--- config.mk ---
export PLATFORM = sky130hd
export DESIGN_NAME = par_shift_acc
export DESIGN_NICKNAME = d
export VERILOG_FILES = /design/src/rtl/par_shift_acc.sv
export SDC_FILE = /design/constraint.sdc
export NUM_CORES = 1
export LEC_CHECK = 0
export CORE_AREA = 8 8 45 47
export CTS_CLUSTER_DIAMETER = 80
export DETAILED_ROUTE_END_ITERATION = 12
export DIE_AREA = 0 0 53 55
export GPL_ROUTABILITY_DRIVEN = 0
export GPL_TIMING_DRIVEN = 0
export HOLD_SLACK_MARGIN = 0.1
export PLACE_DENSITY_LB_ADDON = 0.08
export SLEW_MARGIN = 5
export SYNTH_ARGS = -nofsm -noshare
export SYNTH_HDL_FRONTEND = slang
export SYNTH_SLANG_ARGS = --single-unit
--- constraint.sdc ---
create_clock -name clk -period 1 [get_ports clk]
set_input_delay 0.25 -clock clk [delete_from_list [all_inputs] [get_ports clk]]
set_output_delay 0.25 -clock clk [all_outputs]
set_load 0.02 [all_outputs]
--- src/rtl/par_shift_acc.sv ---
// par_shift_acc
// Deserialising shift register with a running XOR accumulator over every bit
// shifted in. Bits enter at the MSB end and move toward bit 0. After DATA_W
// shifts, the first bit received therefore sits in bit 0, so an LSB-first
// stream assembles in natural order.
// Ports:
//   clk       rising-edge clock
//   rst       asynchronous active-high reset (clears register and accumulator)
//   clr       synchronous clear at the start of a frame (takes priority)
//   shift_en  shift bit_in in and fold it into the accumulator
//   bit_in    serial input bit
//   shreg     DATA_W-bit assembled word
//   acc       XOR of every bit shifted in since the last clear
module par_shift_acc #(
  parameter int DATA_W = 8
) (
  input  logic              clk,
  input  logic              rst,
  input  logic              clr,
  input  logic              shift_en,
  input  logic              bit_in,
  output logic [DATA_W-1:0] shreg,
  output logic              acc
);

  logic [DATA_W-1:0] shreg_next;

  // A shift followed by an MSB overwrite works for every width, including
  // DATA_W = 1, where a {bit_in, shreg[DATA_W-1:1]} slice would be reversed.
  always_comb begin
    shreg_next           = shreg >> 1;
    shreg_next[DATA_W-1] = bit_in;
  end

  always_ff @(posedge clk or posedge rst) begin
    if (rst) begin
      shreg <= '0;
      acc   <= 1'b0;
    end else if (clr) begin
      shreg <= '0;
      acc   <= 1'b0;
    end else if (shift_en) begin
      shreg <= shreg_next;
      acc   <= acc ^ bit_in;
    end
  end

endmodule

==> metrics.yaml, run 1 <==
core-area_um2: 1384
fp.dieW_um: 53
worst_ir_drop_vdd_uv: 531.1
crit_required_ns: 0.75
cts_max_level: 1
rsz0062_at_grt: "true"
criticalPathCategory: "reg2out"
first_pass_iters: 4
cts_buffer_depth: 2
layout_setup_ws_ns: -0.04242
reg2reg_depth: 4
p_leak_nw: 0.3460
cts_tree: "built"
route.detailed.drc: 0
numCtsBuffers: 3
dp.final_hpwl_um: 569.4
ys_ff_latch: 9
antenna_found_initial: 0
maxCapViolCount: 0
routed_wl_um: 921
dr_total_vias: 314
whs_ns: 0.2463
worstPathArrival_ns: 0.79
hold_buffers: 0
min_period_ns: 1.042
slowest_stage: "dfrtp_1"
antenna_cells: 0
post_drt_via_cell_ratio: 4.243
finalCritPeriodShare_pct: 104.2
die-area_um2: 2915
synth_area_per_cell_um2: 12.27
syn-num-nets: 36
finalSetupTns_ns: -0.2977
slew_headroom_pct: 72.51
status: "finished, violations left"
ys_seq_area_share_pct: 59.21
syn-cell-area_um2: 380.4
io_buffers: 11
ys_top_cells_by_area: "dfrtp_1, mux2i_1, nor2_1, buf_6, a21bo_1"
critPathBufInv: 1
synth_largest_area_cell: "dfrtp_1"
critPathMaxFanout: 2
tightest_slew_ns: 0.4123
failed_checks: "setup timing"
max_stage_delay_ns: 0.40
critPathCaptureType: "primary output"
final_nets: 64
grt_overflow: 0
antenna_left: 0
dpl.cell_count: 58
finalHoldViolations: 0
final_common_cell: "buf_4"
start_util_pct: 27.49
total_power_mw: 0.7471
drv_slew: 0
instances_no_fill: 74
clock.fmax_mhz: 959.3
yosysWarnings: 0
grt_max_degree: 11
hold_path_class: "in2async"
grtUsageTotal_pct: 7.045
netlist_instances: 31
final_util_pct: 46.11
grt_first_pass_wirelength_mm: 1.469
grt_pass1_vias: 330
die_h_um: 55
wl_per_cell_um: 12.45
cp_cell_sequence: "buf_6"
crit_family: "flip-flops"
critical_path.startpoint_type: "flop"
clk_latency_ns: 0.26
power_density_nw_per_um2: 1171
synth.distinct_cells: 9
area_delta_synth_final_pct: 67.76
skew_ns: 0.004360
placementRows: 14
drive_above_1_share_pct: 44.83
io-pin-count: 14
mostFrequentLayoutCells: "buf_4, buf_6, dfrtp_1, mux2i_1, nor2_1"
synth_top_cell_area_share_pct: 59.21
setup_viol: 9
clock_sinks: 9
clock-root-buffer: "clkbuf_4"
drt_iter0_drc: 2
clkTransAtPathRegs_ns: 0.06
cp.depth: 1
## power by group
part	switching, mW	total (mW)	internal (mW)
sequential	0.00527	0.377	0.371
combinational	0.0443	0.0927	0.0484
clock	0.124	0.278	0.154
## final timing paths
kind                                       from                   end  slack [ns]
setup / recovery           shreg[2]$_DFFE_PP0P_              shreg[2]       -0.04
hold / removal                              rst  shreg[0]$_DFFE_PP0P_        0.25
setup reg to reg           shreg[1]$_DFFE_PP0P_  shreg[1]$_DFFE_PP0P_        0.03
hold reg to reg                 acc$_DFFE_PP0P_       acc$_DFFE_PP0P_        0.61
max in group asynchronous                   rst  shreg[3]$_DFFE_PP0P_        0.50
min in group clk                       shift_en  shreg[2]$_DFFE_PP0P_        0.33
## logic make-up after synthesis
family / share of synthesized area [%]
AOI/OAI and AO/OA: 4.935
muxes: 21.05
buffers and inverters: 4.932
DFF: 59.21
and+or+nand+nor: 9.869
## timing repair
action	CTS	global route
gates resized for setup	52	2
endpoints found under the setup margin	9	9
buffers inserted	8	4
## final cells by class
cell class,instances,area [um^2]
Sequential cell,9,225.2
Fill cell,139,745.7
Buffer,2,15.01
Inverter,1,3.754
Multi-Input combinational cell,19,136.4
Tap cell,16,20.02
Clock buffer,4,26.28
Timing Repair Buffer,23,211.5
## sequential cells by signal, indices dropped and copies added, names as in the netlist
register and cells:
shreg 8, acc 1
## Yosys cell counts
master,number
mux2i_1,8
a21oi_2,1
inv_1,1
dfrtp_1,9
buf_6,1
nand3b_1,1
nor2_1,8
buf_1,1
a21bo_1,1
## metal layers
layer | global-route usage, % | up-vias | routed length (um)
met5 | 0 | - | 0
met4 | 5.172 | 0 | 0
met3 | 3.743 | 0 | 94
met2 | 10.74 | 11 | 464
met1 | 7.287 | 147 | 362
li1 | - | 156 | -
## per-stage QoR
step	area, um^2	setup WS [ns]
2_1_floorplan	380.4	0.1657
3_3_place_gp	510.5	-0.2213
6_report	638.1	-0.04242
5_1_grt	638.1	-0.08051
4_1_cts	601.8	-0.05075
3_5_place_dp	510.5	-0.2282
No activity file was read; power rests on OpenSTA's default activity.
==> run 2, diff against run 1 <==
--- a/config.mk
+++ b/config.mk
@@ -5,10 +5,11 @@
 export SDC_FILE = /design/constraint.sdc
 export NUM_CORES = 1
 export LEC_CHECK = 0
-export CORE_AREA = 8 8 45 47
+export CORE_AREA = 2 2 39 41
 export CTS_CLUSTER_DIAMETER = 80
+export CTS_CLUSTER_SIZE = 10
 export DETAILED_ROUTE_END_ITERATION = 12
-export DIE_AREA = 0 0 53 55
+export DIE_AREA = 0 0 41 43
 export GPL_ROUTABILITY_DRIVEN = 0
 export GPL_TIMING_DRIVEN = 0
 export HOLD_SLACK_MARGIN = 0.1
==> run 2 against run 1 <==
  * The run still ends with setup timing left
  * Via count down 0.64%
  * Clock skew about the same
  * Register-to-register slack better by 0.02 ns
  * Non-clock buffer count down 4
  * Clock-buffer cell count unchanged
  * Clock power about the same
  * Core utilization down 2.2 points
  * Wire length down 15%
  * First-iteration DRC count down 50%
==> metrics.yaml, run 2 (same netlist as run 1, synthesis figures left out) <==
first_pass_iters: 4
min_period_ns: 1.048
io_buffers: 11
rsz0062_at_grt: "true"
crit_required_ns: 0.75
cp_cell_sequence: "buf_6"
cts_buffer_depth: 2
slowest_stage: "dfrtp_1"
total_power_mw: 0.7432
grt_pass1_vias: 301
die_h_um: 43
grtUsageTotal_pct: 11.88
wl_per_cell_um: 11.17
cts_tree: "built"
skew_ns: 0.004328
clock.fmax_mhz: 954.3
placementRows: 14
area_delta_synth_final_pct: 59.87
maxCapViolCount: 0
drv_slew: 0
antenna_cells: 0
grt_overflow: 0
whs_ns: 0.2432
top_register: "shreg"
worstPathArrival_ns: 0.80
clk_latency_ns: 0.26
antenna_left: 0
start_util_pct: 27.49
dp.final_hpwl_um: 480.3
hold_path_class: "in2async"
drive_above_1_share_pct: 40.74
max_stage_delay_ns: 0.40
slew_headroom_pct: 73.71
critPathCaptureType: "primary output"
io-pin-count: 14
critPathBufInv: 1
fp.dieW_um: 41
design_area_um2: 608.1
worst_ir_drop_vdd_uv: 488.7
critPathMaxFanout: 2
finalCritPeriodShare_pct: 104.8
clock_sinks: 9
final_common_cell: "buf_6"
power_density_nw_per_um2: 1222
finalSetupTns_ns: -0.3106
hold_buffers: 0
cts_max_level: 1
place_area_um2: 510.5
mostFrequentLayoutCells: "buf_6, dfrtp_1, mux2i_1, nor2_1, buf_4"
clkTransAtPathRegs_ns: 0.06
antenna_found_initial: 0
routed_wl_um: 782
final_util_pct: 43.94
drt_iter0_drc: 1
numCtsBuffers: 3
dr_total_vias: 312
p_leak_nw: 0.3244
route.detailed.drc: 0
clock-root-buffer: "clkbuf_4"
crit_family: "flip-flops"
core-area_um2: 1384
tightest_slew_ns: 0.3944
largest_reg_flops: 8
die-area_um2: 1763
layout_setup_ws_ns: -0.04788
criticalPathCategory: "reg2out"
failed_checks: "setup timing"
finalHoldViolations: 0
grt_first_pass_wirelength_mm: 1.317
top_regs: "shreg: 8 flops, acc: 1 flops"
status: "finished, violations left"
setup_viol: 9
post_drt_via_cell_ratio: 4.457
grt_max_degree: 11
final_nets: 60
critical_path.startpoint_type: "flop"
==> run 2: metal layers <==
metal / wire [um] / track usage (%)
met5: 0 / 0
met2: 402 / 16.25
met4: 6 / 10.00
met3: 50 / 4.712
met1: 323 / 13.67
==> run 2: layout make-up <==
| class | count | area, um^2 |
|---|---|---|
| Buffer | 2 | 15.01 |
| Clock buffer | 4 | 26.28 |
| Fill cell | 130 | 775.7 |
| Inverter | 1 | 3.754 |
| Multi-Input combinational cell | 19 | 136.4 |
| Sequential cell | 9 | 225.2 |
| Tap cell | 16 | 20.02 |
| Timing Repair Buffer | 19 | 181.4 |
==> run 2: what timing repair did <==
| action | CTS | global route |
|---|---|---|
| resized for setup | 54 | 0 |
| buffers inserted | 7 | 1 |
| endpoints found under the setup margin | 9 | 9 |
==> run 2: final timing paths <==
kind,startpoint,depth (start not counted),endpoint,slack [ns]
max,shreg[1]$_DFFE_PP0P_,1,shreg[1],-0.05
min,rst,2,acc$_DFFE_PP0P_,0.24
max reg2reg,shreg[4]$_DFFE_PP0P_,4,shreg[3]$_DFFE_PP0P_,0.05
min reg2reg,shreg[0]$_DFFE_PP0P_,2,shreg[0]$_DFFE_PP0P_,0.56
max in group asynchronous,rst,2,shreg[3]$_DFFE_PP0P_,0.51
min in group clk,shift_en,3,acc$_DFFE_PP0P_,0.32
==> run 2: power breakdown <==
| group | switching [mW] | internal [mW] | total, mW |
|---|---|---|---|
| Clock | 0.125 | 0.154 | 0.279 |
| Sequential | 0.00513 | 0.371 | 0.377 |
| Combinational | 0.0426 | 0.0453 | 0.0879 |
==> run 2: per-stage QoR <==
step,std cells,worst slack [ns]
floorplan,31,0.1657
global route,70,-0.08492
detailed placement,58,-0.2201
finish,70,-0.04788
CTS,69,-0.05815
global placement,58,-0.2145
==> run 3, diff against run 2 <==
--- a/config.mk
+++ b/config.mk
@@ -5,12 +5,12 @@
 export SDC_FILE = /design/constraint.sdc
 export NUM_CORES = 1
 export LEC_CHECK = 0
+export CAP_MARGIN = 20
 export CORE_AREA = 2 2 39 41
 export CTS_CLUSTER_DIAMETER = 80
 export CTS_CLUSTER_SIZE = 10
 export DETAILED_ROUTE_END_ITERATION = 12
 export DIE_AREA = 0 0 41 43
-export GPL_ROUTABILITY_DRIVEN = 0
 export GPL_TIMING_DRIVEN = 0
 export HOLD_SLACK_MARGIN = 0.1
 export PLACE_DENSITY_LB_ADDON = 0.08
==> results of run 3 <==
Same layout as run 2: the final DEF is identical, and so are final timing and power.
